--- config.mk ---
export PLATFORM = sky130hd
export DESIGN_NAME = sum_unit_pipe
export DESIGN_NICKNAME = d
export VERILOG_FILES = /design/src/rtl/sum_unit_pipe.sv
export SDC_FILE = /design/constraint.sdc
export NUM_CORES = 1
export LEC_CHECK = 0
export BUFFER_PORTS_ARGS = -buffer_cell sky130_fd_sc_hd__buf_2
export CORE_MARGIN = 3
export CORE_UTILIZATION = 35
export DETAILED_ROUTE_END_ITERATION = 7
export PLACE_DENSITY = 0.55
export SETUP_SLACK_MARGIN = 0.5
export SYNTH_ARGS = -nofsm -noshare
export SYNTH_HDL_FRONTEND = slang
export SYNTH_SLANG_ARGS = --single-unit
--- constraint.sdc ---
create_clock -name i_clk -period 3 [get_ports i_clk]
set_input_delay 0.15 -clock i_clk [delete_from_list [all_inputs] [get_ports i_clk]]
set_output_delay 0.15 -clock i_clk [all_outputs]
set_load 0.05 [all_outputs]
--- src/rtl/sum_unit_pipe.sv ---
// Pipelined add/sub mantissa adder: the carry chain is cut into NUM_STAGE registered segments.
// Define SUM_PIPE_FLAG_EN to add the registered o_zero / o_ovf result flags.
module sum_unit_pipe #(
    parameter int SIZE_DATA = 28,
    parameter int NUM_STAGE = 2
) (
    input  logic                 i_clk,
    input  logic                 i_rst,
    input  logic                 i_valid,
    output logic                 o_ready,
    input  logic                 i_sub,
    input  logic                 i_carry,
    input  logic [SIZE_DATA-1:0] i_data_a,
    input  logic [SIZE_DATA-1:0] i_data_b,
    output logic                 o_valid,
    input  logic                 i_ready,
    output logic [SIZE_DATA-1:0] o_sum,
    output logic                 o_carry
`ifdef SUM_PIPE_FLAG_EN
    ,
    output logic                 o_zero,
    output logic                 o_ovf
`endif
);

    localparam int SEG  = (SIZE_DATA + NUM_STAGE - 1) / NUM_STAGE;
    localparam int LAST = NUM_STAGE - 1;

    logic                                en;
    logic [NUM_STAGE-1:0]                v_q;
    logic [NUM_STAGE-1:0][SIZE_DATA-1:0] a_in, bx_in, sum_in, sum_d;
    logic [NUM_STAGE-1:0][SIZE_DATA-1:0] a_q, bx_q, sum_q;
    logic [NUM_STAGE-1:0]                c_in, c_d, c_q;

    assign en      = ~v_q[LAST] | i_ready;
    assign o_ready = en & ~i_rst;

    generate
        for (genvar k = 0; k < NUM_STAGE; k++) begin : g_stage
            localparam int LO = k * SEG;
            localparam int W  = (LO >= SIZE_DATA) ? 0 :
                                ((SIZE_DATA - LO < SEG) ? SIZE_DATA - LO : SEG);

            if (k == 0) begin : g_head
                // Subtract is A + ~B + ~borrow, so the carry-in becomes sub ^ cin.
                assign a_in[k]   = i_data_a;
                assign bx_in[k]  = i_sub ? ~i_data_b : i_data_b;
                assign c_in[k]   = i_sub ^ i_carry;
                assign sum_in[k] = '0;
            end else begin : g_body
                assign a_in[k]   = a_q[k-1];
                assign bx_in[k]  = bx_q[k-1];
                assign c_in[k]   = c_q[k-1];
                assign sum_in[k] = sum_q[k-1];
            end

            if (W == 0) begin : g_empty
                assign sum_d[k] = sum_in[k];
                assign c_d[k]   = c_in[k];
            end else begin : g_add
                localparam logic [SIZE_DATA-1:0] MASK = SIZE_DATA'({W{1'b1}}) << LO;
                logic [W:0] seg;

                assign seg      = {1'b0, a_in[k][LO +: W]} + {1'b0, bx_in[k][LO +: W]}
                                + (W+1)'(c_in[k]);
                assign sum_d[k] = (sum_in[k] & ~MASK) | (SIZE_DATA'(seg[W-1:0]) << LO);
                assign c_d[k]   = seg[W];
            end
        end
    endgenerate

    // Inner data registers are never reset; only valid bits and the output stage are.
    always_ff @(posedge i_clk) begin
        if (i_rst) begin
            v_q         <= '0;
            sum_q[LAST] <= '0;
            c_q[LAST]   <= 1'b0;
        end else if (en) begin
            v_q   <= (v_q << 1) | NUM_STAGE'(i_valid);
            a_q   <= a_in;
            bx_q  <= bx_in;
            sum_q <= sum_d;
            c_q   <= c_d;
        end
    end

    assign o_valid = v_q[LAST];
    assign o_sum   = sum_q[LAST];
    assign o_carry = c_q[LAST];

`ifdef SUM_PIPE_FLAG_EN
    localparam int MSB = SIZE_DATA - 1;

    logic zero_q, ovf_q;

    always_ff @(posedge i_clk) begin
        if (i_rst) begin
            zero_q <= 1'b0;
            ovf_q  <= 1'b0;
        end else if (en) begin
            zero_q <= (sum_d[LAST] == '0);
            ovf_q  <= (a_in[LAST][MSB] == bx_in[LAST][MSB]) &
                      (sum_d[LAST][MSB] != a_in[LAST][MSB]);
        end
    end

    assign o_zero = zero_q;
    assign o_ovf  = ovf_q;
`endif

endmodule

# ---- Yosys cells after proc, flatten, opt, wreduce, memory -nomap -nowiden
# Index checks and enable logic that the tools add are counted.
dict set report word_totals {
  ff_bits 102
  output_inout_bits 31
  elab_cells 21
}
dict set report classes {
  addsub 4
  muxes 1
  n_bitwise 8
  reduce_logical 1
}
# op n
set op_table {}
lappend op_table {{adder 14 x 14 -> 15 bit} 2}
lappend op_table {{adder 15 x 1 -> 15 bit} 2}
lappend op_table {{two-way mux 28 bit} 1}
lappend op_table {{inverter 28 bit} 1}
lappend op_table {{bitwise OR 14 x 28 -> 28 bit} 1}
lappend op_table {{inverter 1 bit} 2}
lappend op_table {{bitwise OR 2 x 1 -> 2 bit} 1}
lappend op_table {{AND reduction 2 bit} 1}
lappend op_table {{bitwise AND 1 bit} 1}
lappend op_table {{bitwise OR 1 bit} 1}
lappend op_table {{XOR 1 bit} 1}

# ---- Longest topological paths before layout
# Gate-level depths: netlist of run 1.
dict set report logic_depth {
  ltp_word 4
  ltp_mapped 11
  ltp_nobuf 9
}

# ---- Least setup slack after synthesis of run 1
# No wires, ideal clock.
dict set report synth_timing {
  path_kind {register -> register}
  from {reg v_q[1]}
  to {reg sum_q (netlist bit o_sum[25])}
  arrival_time_ns 3.925
  required_time_ns 2.942
  path_slack_ns -0.983
  path_stages_with_launch 6
  synth_period_minus_slack_ns 3.983
  path_cell_list {dfxtp_1 > nor2b_1 > clkbuf_1 > nor2_1 > nor4bb_1 > a211o_1}
}
dict set report synth_via {
  elab_chain_len 2
}
# element line
set synth_rtl {}
lappend synth_rtl {{start: declaration} 30} ;# logic [NUM_STAGE-1:0] v_q;
lappend synth_rtl {{start signal: assignment} 79} ;# v_q <= (v_q << 1) | NUM_STAGE'(i_valid);
lappend synth_rtl {{inverter 1 bit} 35} ;# assign en = ~v_q[LAST] | i_ready;
lappend synth_rtl {{bitwise OR 1 bit} 35}
lappend synth_rtl {{end signal: assignment} 82} ;# sum_q <= sum_d;
lappend synth_rtl {{end: declaration} 32} ;# logic [NUM_STAGE-1:0][SIZE_DATA-1:0] a_q, bx_q, sum_q;
# No other way between the ends.
# A chain may end at the register's enable or synchronous reset.

# ---- Worst setup path in the final report of run 1
dict set report layout_timing {
  from {reg a_q (netlist bit a_in[42])}
  to {reg sum_q (netlist bit o_sum[24])}
}
dict set report layout_via {
  elab_chain_len 3
}
# element line
set layout_rtl {}
lappend layout_rtl {{start: declaration} 32}
lappend layout_rtl {{start signal: assignment} 80} ;# a_q <= a_in;
lappend layout_rtl {{adder 14 x 14 -> 15 bit} 64} ;# assign seg = {1'b0, a_in[k][LO +: W]} + {1'b0, bx_in[k][LO +: W]}
lappend layout_rtl {{adder 15 x 1 -> 15 bit} 65} ;# + (W+1)'(c_in[k]);
lappend layout_rtl {{bitwise OR 14 x 28 -> 28 bit} 66} ;# assign sum_d[k] = (sum_in[k] & ~MASK) | (SIZE_DATA'(seg[W-1:0]) << LO);
# No other way between the ends.

==> metrics.md, run 1 <==
| Metric | Value |
|---|---|
| Post-CTS setup-driven buffer insertion count | 0 |
| Post-synthesis register bit count | 74 |
| Number of global-route vias before repair | 2945 |
| Category of the worst setup path capture point | flip-flop |
| Slew headroom | 0.557 |
| Cells taking the most area after synthesis | sky130_fd_sc_hd__edfxtp_1 (33%), sky130_fd_sc_hd__dfxtp_1 (16%), sky130_fd_sc_hd__ha_1 (8.4%), sky130_fd_sc_hd__xor2_1 (8.2%), sky130_fd_sc_hd__a21oi_1 (5.2%) |
| Path category of the worst min-delay check | in2reg |
| Total power density per cell area | 601 nW/um^2 |
| Antenna violations before repair | 0 |
| IO Port Bufs | 92 |
| CTS sink count | 74 |
| Final HPWL from detailed placement | 6100 um |
| Post-synthesis instance total | 371 |
| Cell chain of the critical path | fa_1 > inv_1 > fa_1 > nor2b_1 > o211ai_1 > nand2_1 > a21oi_2 > xor2_1 > a211oi_1 |
| Number of hold-slack violations in the final timing report | 0 |
| Core ar. | 10600 sq um |
| WL final | 8320 um |
| Crit-path max cell delay | 0.46 ns |
| Unrepaired setup endpoints after global routing | false |
| Clock-pin slew on the worst setup and hold paths | 0.09 ns |
| Peak clock frequency supported by timing | 453 MHz |
| First-pass GRT wire length | 14000 um |
| Number of diodes added for antenna fixing | 0 |
| Storage cell area | 1910 sq um |
| Top-level I/O count | 93 |
| Run status | complete, no violations |
| Final critical delay including setup and external delays | 2.21 ns |
| Site Rows | 37 |
| Cell with the most instances after synthesis | sky130_fd_sc_hd__nand2_1 |
| Setup crit start | a_in[42] |
| Cell family contributing the most delay on the critical path | compound AO/OA/AOI/OAI gates |
| Worst Hold Margin | 0.0673 ns |
| Transition time at the pin with the least slew margin | 0.664 ns |
| Critical path type | reg2reg |
| Ratio of routed vias to standard cells | 4.82 |
| Setup crit start kind | flip-flop |
| Number of slew-limit violations in the final report | 0 |
| CTS H-Tree Depth | 3 |
| Clock Tree Buf Depth | 2 |
| CTS tree | done |
| CTS buffer count | 9 |
| Layout Area Growth over Synthesis | 25.7% |
| Avg Cell Area, Syn | 10.4 sq um |
| Hold Path Stages | 3 |
| Routed WL per cell | 13.4 um |
| Root buffer cell | sky130_fd_sc_hd__clkbuf_8 |
| Fraction of the yosys area taken by sequential cells | 0.494 |
| Worst path buffer plus inverter count | 1 |
| Launch point of the worst hold path | i_valid |
| Clk_skew | 0.0109 ns |
| Chip Width | 111 um |
| Number of fillers in the final layout | 1054 |
| Post-route ant nets | 0 |
| Number of library cell types mapped by synthesis | 43 |
| Biggest fanout along the worst timing path | 4 |
| Area share of the leading cell type in the synthesized netlist | 0.334 |
| Launching point of the worst reg2reg path | a_in[42] |
| Final worst slack | 0.790 ns |
| Die Height | 111 um |
| Detailed-route DRC error count | 0 |
| Number of gates on the worst path with buffers counted | 9 |
| Worst Path Arrival | 2.46 ns |
| Share of the cycle needed by the critical path after routing | 0.737 |
| Total iterations of the first detailed-routing run | 5 |
| Largest net degree at the start of global routing | 34 |
| Overall overflow remaining after global route | 0 |
| Initial core utilization | 0.366 |
| GRT Overall Usage | 0.139 |
| GP Congestion | 0.777 |
| R2R depth | 9 |
| Top post-synthesis cells by count | sky130_fd_sc_hd__nand2_1 (51), sky130_fd_sc_hd__edfxtp_1 (43), sky130_fd_sc_hd__a21oi_1 (40), sky130_fd_sc_hd__xor2_1 (36), sky130_fd_sc_hd__dfxtp_1 (31) |
| Count of endpoints failing setup in the final report | 0 |
| Cell area after technology mapping | 3870 sq um |
| Fraction of final layout cells with drive strength greater than 1 | 0.266 |
| Top_reg_cell synth | sky130_fd_sc_hd__edfxtp_1 |
| Leakage power summed over all cells | 2.12 nW |
| Most common cell on crit path | sky130_fd_sc_hd__fa_1 |
| Number of vias after detailed routing | 2991 |
| Cell type of the slowest stage on the worst timing path | sky130_fd_sc_hd__fa_1 |
| Die outline area | 12300 sq um |
| Max capacitance violation total | 0 |
| Number of DRC violations after detailed-routing iteration 0 | 157 |
| Data required, critical path | 3.25 ns |
| Worst setup timing slack at the placement stage | 0.515 ns |
| Synth area leader | sky130_fd_sc_hd__edfxtp_1 |
| FFs w/ async S/R, synth | 0 |
| Maximum ir drop on the vdd rail | 0.240 mV |
| Count of synthesis-stage warnings from yosys | 0 |
| Post-layout net count | 572 |
| Clock insertion delay at the later pin of the skew report | 0.35 ns |
| Final design utilization | 0.461 |
| Number of synthesized flops with an enable pin | 43 |
| Area taken by multi-input logic gates | 1910 sq um |
| Total Negative Setup Slacks | 0 ns |
| Net count of the mapped netlist | 463 |
## through the flow
step           cells  instance area, sq um  total power, mW
6_report         621                  4860             2.92
5_1_grt          621                  4860             3.10
4_1_cts          621                  4860             2.96
3_5_place_dp     591                  4510             2.13
3_3_place_gp     591                  4510             2.12
2_1_floorplan    371                  3910             1.92
## cell families (layout without fill, tap and decap cells)
family,Yosys count,after routing,share of synthesized area
simple gates,115,115,0.140
buf+inv,19,133,0.0197
mux,1,1,0.00259
compound gates,87,87,0.136
flops,74,74,0.494
xor+xnor,45,45,0.102
fa+ha+maj,30,30,0.105
## area by class of cell
cell class	count	share of cell area
Sequential cell	74	0.393
Multi-Input combinational cell	278	0.392
Timing Repair Buffer	112	0.133
Tap cell	136	0.0350
Clock buffer	10	0.0283
Clock inverter	6	0.0147
Inverter	5	0.00386
## layer usage
metal	vias to the layer above	wire length (um)	global-route usage
met1	1368	3930	0.180
met3	7	387	0.0371
met2	73	3920	0.229
met5	-	0	0
met4	0	93	0.0397
li1	1543	-	-
## sequential cells by signal (all words and copies together), names as in the netlist
name    flops
c_q         2
bx_in      14
v_q         2
sum_in     14
a_in       14
o_sum      28
## repair_timing
| item | 4_1_cts | 5_1_grt |
|---|---|---|
| endpoints found under the hold margin | 14 | 0 |
| hold buffers | 14 | 0 |
| setup endpoints to repair | 0 | 1 |
| gates resized for setup | 0 | 1 |
## path summary, 6_finish.rpt
path / end / slack, ns
worst max register to register: o_sum[24] / 0.79
worst min register to register: o_sum[2] / 0.45
worst max-delay path: o_sum[24] / 0.79
worst min-delay path: v_q[0] / 0.07
## worst reg2reg max path, stage by stage (launching register included)
cell	delay (ns)
sky130_fd_sc_hd__edfxtp_1	0.40
sky130_fd_sc_hd__fa_1	0.46
sky130_fd_sc_hd__inv_1	0.08
sky130_fd_sc_hd__fa_1	0.19
sky130_fd_sc_hd__nor2b_1	0.08
sky130_fd_sc_hd__o211ai_1	0.20
sky130_fd_sc_hd__nand2_1	0.13
sky130_fd_sc_hd__a21oi_2	0.26
sky130_fd_sc_hd__xor2_1	0.10
sky130_fd_sc_hd__a211oi_1	0.22
## placed cells by master (no fill, tap or decap), types with 6 or more instances in the layout
cell / n
sky130_fd_sc_hd__clkbuf_8: 10
sky130_fd_sc_hd__buf_2: 92
sky130_fd_sc_hd__a21oi_1: 39
sky130_fd_sc_hd__xnor2_1: 9
sky130_fd_sc_hd__buf_4: 6
sky130_fd_sc_hd__edfxtp_1: 43
sky130_fd_sc_hd__nor2_1: 18
sky130_fd_sc_hd__nand3_1: 10
sky130_fd_sc_hd__dfxtp_1: 31
sky130_fd_sc_hd__o21ai_0: 15
sky130_fd_sc_hd__dlygate4sd3_1: 14
sky130_fd_sc_hd__nand2_1: 51
sky130_fd_sc_hd__xor2_1: 35
sky130_fd_sc_hd__ha_1: 26
## power by group
group          internal, mW  total, mW  switching, mW
Combinational         0.305      0.841          0.536
Sequential             1.22       1.28         0.0525
Clock                 0.416      0.803          0.387
Total                  1.94       2.92          0.975
Power figures use the tool's default switching activity.
==> run 2, diff against run 1 <==
ABC_AREA = 1   (was not set)
PLACE_DENSITY = 0.53   (was 0.55)
clock period = 2.3 ns   (was 3 ns; I/O delays follow)
==> run 2 against run 1 <==
Worst setup slack worse by 0.32 ns. Worst hold slack worse by 0.0012 ns. Global-route usage is 2.0 points higher. Die area is 7.8% higher. Count of clock-buffer cells in the layout is 1 higher. Cell count is 21% higher. Sequential cell count stayed put. Sequential share of layout area is 4.6 points lower. Maximum frequency is 21% higher. Largest cell class is now multi-input combinational cells. Clock skew is 0.0041 ns lower. Clock power is 72% higher.
==> metrics.md, run 2 <==
| Metric | Value |
|---|---|
| Run status | complete, no violations |
| Clock Power Share | 0.317 (+0.042) |
| Number of diodes added for antenna fixing | 0 (unchanged) |
| GP Congestion | 0.845 (+8.8%) |
| Category of the worst setup path capture point | flip-flop |
| Avg Cell Area, Syn | 8.63 sq um (-17%) |
| Flip-flop count of the largest register, all copies and words added | 28 (unchanged) |
| Critical path type | reg2reg |
| Worst setup timing slack at the placement stage | 0.242 ns (-0.273 ns) |
| Die Height | 115 um (+3.8%) |
| First-pass GRT wire length | 16400 um (+18%) |
| Root buffer cell | sky130_fd_sc_hd__clkbuf_16 |
| Leakage power summed over all cells | 2.69 nW (+27%) |
| Most common cell after layout, fill and taps aside | sky130_fd_sc_hd__buf_2 |
| Antenna violations before repair | 0 (unchanged) |
| Commonest cells after routing, fill and taps aside | sky130_fd_sc_hd__buf_2 (91), sky130_fd_sc_hd__nand2_1 (86), sky130_fd_sc_hd__nor2_1 (62) |
| Top_reg_cell synth | sky130_fd_sc_hd__edfxtp_1 |
| Transition time at the pin with the least slew margin | 0.716 ns (+0.0524 ns) |
| Clock Tree Buf Depth | 2 (unchanged) |
| Maximum ir drop on the vdd rail | 0.339 mV (+41%) |
| CTS H-Tree Depth | 3 (unchanged) |
| Number of synthesized flops with an enable pin | 43 (unchanged) |
| Ratio of routed vias to standard cells | 4.67 (-3.0%) |
| Worst Path Arrival | 2.06 ns (-0.40 ns) |
| Synth area leader | sky130_fd_sc_hd__edfxtp_1 |
| R2R depth | 10 (+1) |
| Hold path endpoint | v_q[1] |
| Peak clock frequency supported by timing | 546 MHz (+21%) |
| Cell chain of the critical path | fa_2 > buf_4 > buf_6 > nand3_1 > nand3_2 > nand2_1 > nand2_1 > xor2_1 > o21bai_1 > inv_1 |
| Launch point of the worst hold path | i_rst |
| Overall overflow remaining after global route | 0 (unchanged) |
| Final worst slack | 0.470 ns (-0.320 ns) |
| Cell with the most instances after synthesis | sky130_fd_sc_hd__nand2_1 |
| Number of gates on the worst path with buffers counted | 10 (+1) |
| Worst path buffer plus inverter count | 3 (+2) |
| Clock insertion delay at the later pin of the skew report | 0.33 ns (-0.02 ns) |
| Cell type of the slowest stage on the worst timing path | sky130_fd_sc_hd__fa_2 |
| Setup crit start kind | flip-flop |
| Total iterations of the first detailed-routing run | 4 (-1) |
| WL final | 10400 um (+25%) |
| Post-route ant nets | 0 (unchanged) |
| Sw Pwr | 1.46 mW (+50%) |
| IO Port Bufs | 92 (unchanged) |
| Post-layout net count | 698 (+22%) |
| Count of endpoints failing setup in the final report | 0 (unchanged) |
| Internal power consumption | 2.88 mW (+48%) |
| Number of global-route vias before repair | 3342 (+13%) |
| Number of vias after detailed routing | 3523 (+18%) |
| Post-synthesis register bit count | 74 (unchanged) |
| Top post-synthesis cells by count | sky130_fd_sc_hd__nand2_1 (89), sky130_fd_sc_hd__nor2_1 (64), sky130_fd_sc_hd__inv_1 (53), sky130_fd_sc_hd__edfxtp_1 (43), sky130_fd_sc_hd__xor2_1 (42) |
| Total power density per cell area | 788 nW/um^2 (+31%) |
| Fraction of the yosys area taken by sequential cells | 0.457 (-0.0378) |
| Share of total power in sequential cells | 0.383 (-0.054) |
| Final critical delay including setup and external delays | 1.83 ns (-0.380 ns) |
| Top-level I/O count | 93 (unchanged) |
| Biggest fanout along the worst timing path | 3 (-1) |
| Final HPWL from detailed placement | 7850 um (+29%) |
| Number of library cell types mapped by synthesis | 30 (-30%) |
| Fraction of final layout cells with drive strength greater than 1 | 0.286 (+0.0204) |
| CTS buffer count | 9 (unchanged) |
| Cells taking the most area after synthesis | sky130_fd_sc_hd__edfxtp_1 (31%), sky130_fd_sc_hd__dfxtp_1 (15%), sky130_fd_sc_hd__xor2_1 (8.8%), sky130_fd_sc_hd__nand2_1 (8.0%), sky130_fd_sc_hd__ha_1 (7.8%) |
| Cell area after technology mapping | 4190 sq um (+8.3%) |
| Max capacitance violation total | 0 (unchanged) |
| Reg2Reg Setup Slack | 0.47 ns (-0.32 ns) |
| FFs w/ async S/R, synth | 0 (unchanged) |
| Part of the power in combinational logic | 0.300 (+0.012) |
| Clock-pin slew on the worst setup and hold paths | 0.06 ns (-0.03 ns) |
| Chip Width | 115 um (+3.8%) |
| Number of slew-limit violations in the final report | 0 (unchanged) |
| Data required, critical path | 2.53 ns (-0.72 ns) |
| Site Rows | 39 (+5.4%) |
| Largest net degree at the start of global routing | 45 (+32%) |
| Slew headroom | 0.522 (-0.0344) |
| Layout Area Growth over Synthesis | 31.7% |
| Number of fillers in the final layout | 1135 (+7.7%) |
| Number of hold-slack violations in the final timing report | 0 (unchanged) |
| Total Negative Setup Slacks | 0 ns (unchanged) |
| Core ar. | 11600 sq um (+9.6%) |
| Routed WL per cell | 13.8 um (+3.1%) |
| Number of DRC violations after detailed-routing iteration 0 | 144 (-8.3%) |
| Switch share | 0.337 (+0.00250) |
| Initial core utilization | 0.362 (-0.00429) |
| Area share of the leading cell type in the synthesized netlist | 0.308 (-0.0255) |
| CTS tree | done |
| Crit-path max cell delay | 0.42 ns (-0.04 ns) |
| CTS sink count | 74 (unchanged) |
| Die outline area | 13300 sq um (+7.8%) |
| GRT Overall Usage | 0.159 (+0.0201) |
| Launching point of the worst reg2reg path | a_in[42] |
| Count of synthesis-stage warnings from yosys | 0 (unchanged) |
| Capture point of the worst reg-to-reg path | o_sum[21] |
| Post-synthesis instance total | 485 (+31%) |
| Path category of the worst min-delay check | in2reg |
| Unrepaired setup endpoints after global routing | true |
| Hold Path Stages | 2 (-1) |
| Most common cell on crit path | sky130_fd_sc_hd__nand2_1 |
| Net count of the mapped netlist | 577 (+25%) |
| Cell family contributing the most delay on the critical path | adder cells |
| Clk_skew | 0.00678 ns (-0.00412 ns) |
| Share of the cycle needed by the critical path after routing | 0.796 (+0.0590) |
| Detailed-route DRC error count | 0 (unchanged) |
-- run 2: changes by cell type in the layout (fill, tap and decap cells not counted), moves of 7 or more --
cell,before,now
sky130_fd_sc_hd__inv_1,5,50
sky130_fd_sc_hd__buf_4,6,13
sky130_fd_sc_hd__nand2_1,51,86
sky130_fd_sc_hd__nor2_1,18,62
sky130_fd_sc_hd__clkbuf_16,0,10
sky130_fd_sc_hd__xnor2_1,9,2
sky130_fd_sc_hd__clkbuf_8,10,0
sky130_fd_sc_hd__o21ai_0,15,28
sky130_fd_sc_hd__nand2_2,0,9
sky130_fd_sc_hd__nand3_2,0,14
sky130_fd_sc_hd__a21oi_1,39,18
sky130_fd_sc_hd__nand3_1,10,23
-- run 2: layout make-up --
class | instances | area (sq um) | area share
multi-input cells | 344 | 2170 | 0.394
flip-flops and latches | 74 | 1920 | 0.347
repair buffers | 121 | 749 | 0.136
clock buffers | 11 | 233 | 0.0422
inverters | 56 | 210 | 0.0381
well taps | 143 | 179 | 0.0324
clock inverters | 5 | 55.1 | 0.00998
-- run 2: metrics by stage --
stage / util / power [mW] / instances / instance area [sq um] / hold slack, ns
floorplan: - / 2.57 / 485 / 4270 / 0.174
global placement: 0.423 / 2.91 / 716 / 4890 / 0.292
detailed placement: 0.423 / 2.92 / 716 / 4890 / 0.294
CTS: 0.464 / 4.34 / 749 / 5370 / 0.0651
global route: 0.477 / 4.60 / 754 / 5510 / 0.0719
finish: 0.477 / 4.35 / 754 / 5510 / 0.0661
-- run 2: how the worst max path moves through the flow --
stage | to | slack [ns] | from
3_5_place_dp | sum_in[41] | 0.24 | i_sub
2_1_floorplan | sum_in[40] | 0.25 | i_sub
5_1_grt | o_sum[26] | 0.36 | a_in[42]
3_3_place_gp | sum_in[41] | 0.18 | i_sub
6_report | o_sum[21] | 0.47 | a_in[42]
4_1_cts | o_sum[22] | 0.45 | c_q[0]
-- run 2: power groups by stage --
stage                     Combinational, mW  Sequential, mW  Clock, mW
final                                  1.30            1.67       1.38
after global routing                   1.45            1.68       1.47
after CTS                              1.26            1.67       1.41
after detailed placement               1.22            1.69          0
after global placement                 1.22            1.69          0
after floorplan                       0.629            1.94          0
-- run 2: cell families (layout without fill, tap and decap cells) --
group                    after synthesis  count (layout)  synth area share
flip-flops                            74              74             0.457
AND/OR/NAND/NOR                      206             206             0.209
adder cells (fa/ha/maj)               30              30            0.0968
AO/OA/AOI/OAI                         64              64            0.0837
XOR/XNOR                              44              44            0.0920
buffers and inverters                 67             193            0.0621
-- run 2: repair_timing --
| action | CTS | global route |
|---|---|---|
| cloned | 0 | 1 |
| buffers inserted | 3 | 4 |
| resized for setup | 10 | 20 |
| endpoints found under the setup margin | 6 | 12 |
| hold endpoints to repair | 14 | 0 |
| hold buffers | 14 | 0 |
| pin swaps | 4 | 7 |
-- run 2: layer usage --
layer,vias to the layer above,track usage,share of wire
met2,88,0.238,0.43
met5,-,0,0
li1,1833,-,-
met1,1595,0.240,0.51
met4,0,0.0446,0.011
met3,7,0.0226,0.048
-- run 2: worst reg2reg max path, stage by stage (launching register included) --
cell and delay [ns]:
sky130_fd_sc_hd__edfxtp_1 0.40, sky130_fd_sc_hd__fa_2 0.42, sky130_fd_sc_hd__buf_4 0.15, sky130_fd_sc_hd__buf_6 0.10, sky130_fd_sc_hd__nand3_1 0.07, sky130_fd_sc_hd__nand3_2 0.11
sky130_fd_sc_hd__nand2_1 0.08, sky130_fd_sc_hd__nand2_1 0.06, sky130_fd_sc_hd__xor2_1 0.16, sky130_fd_sc_hd__o21bai_1 0.14, sky130_fd_sc_hd__inv_1 0.05
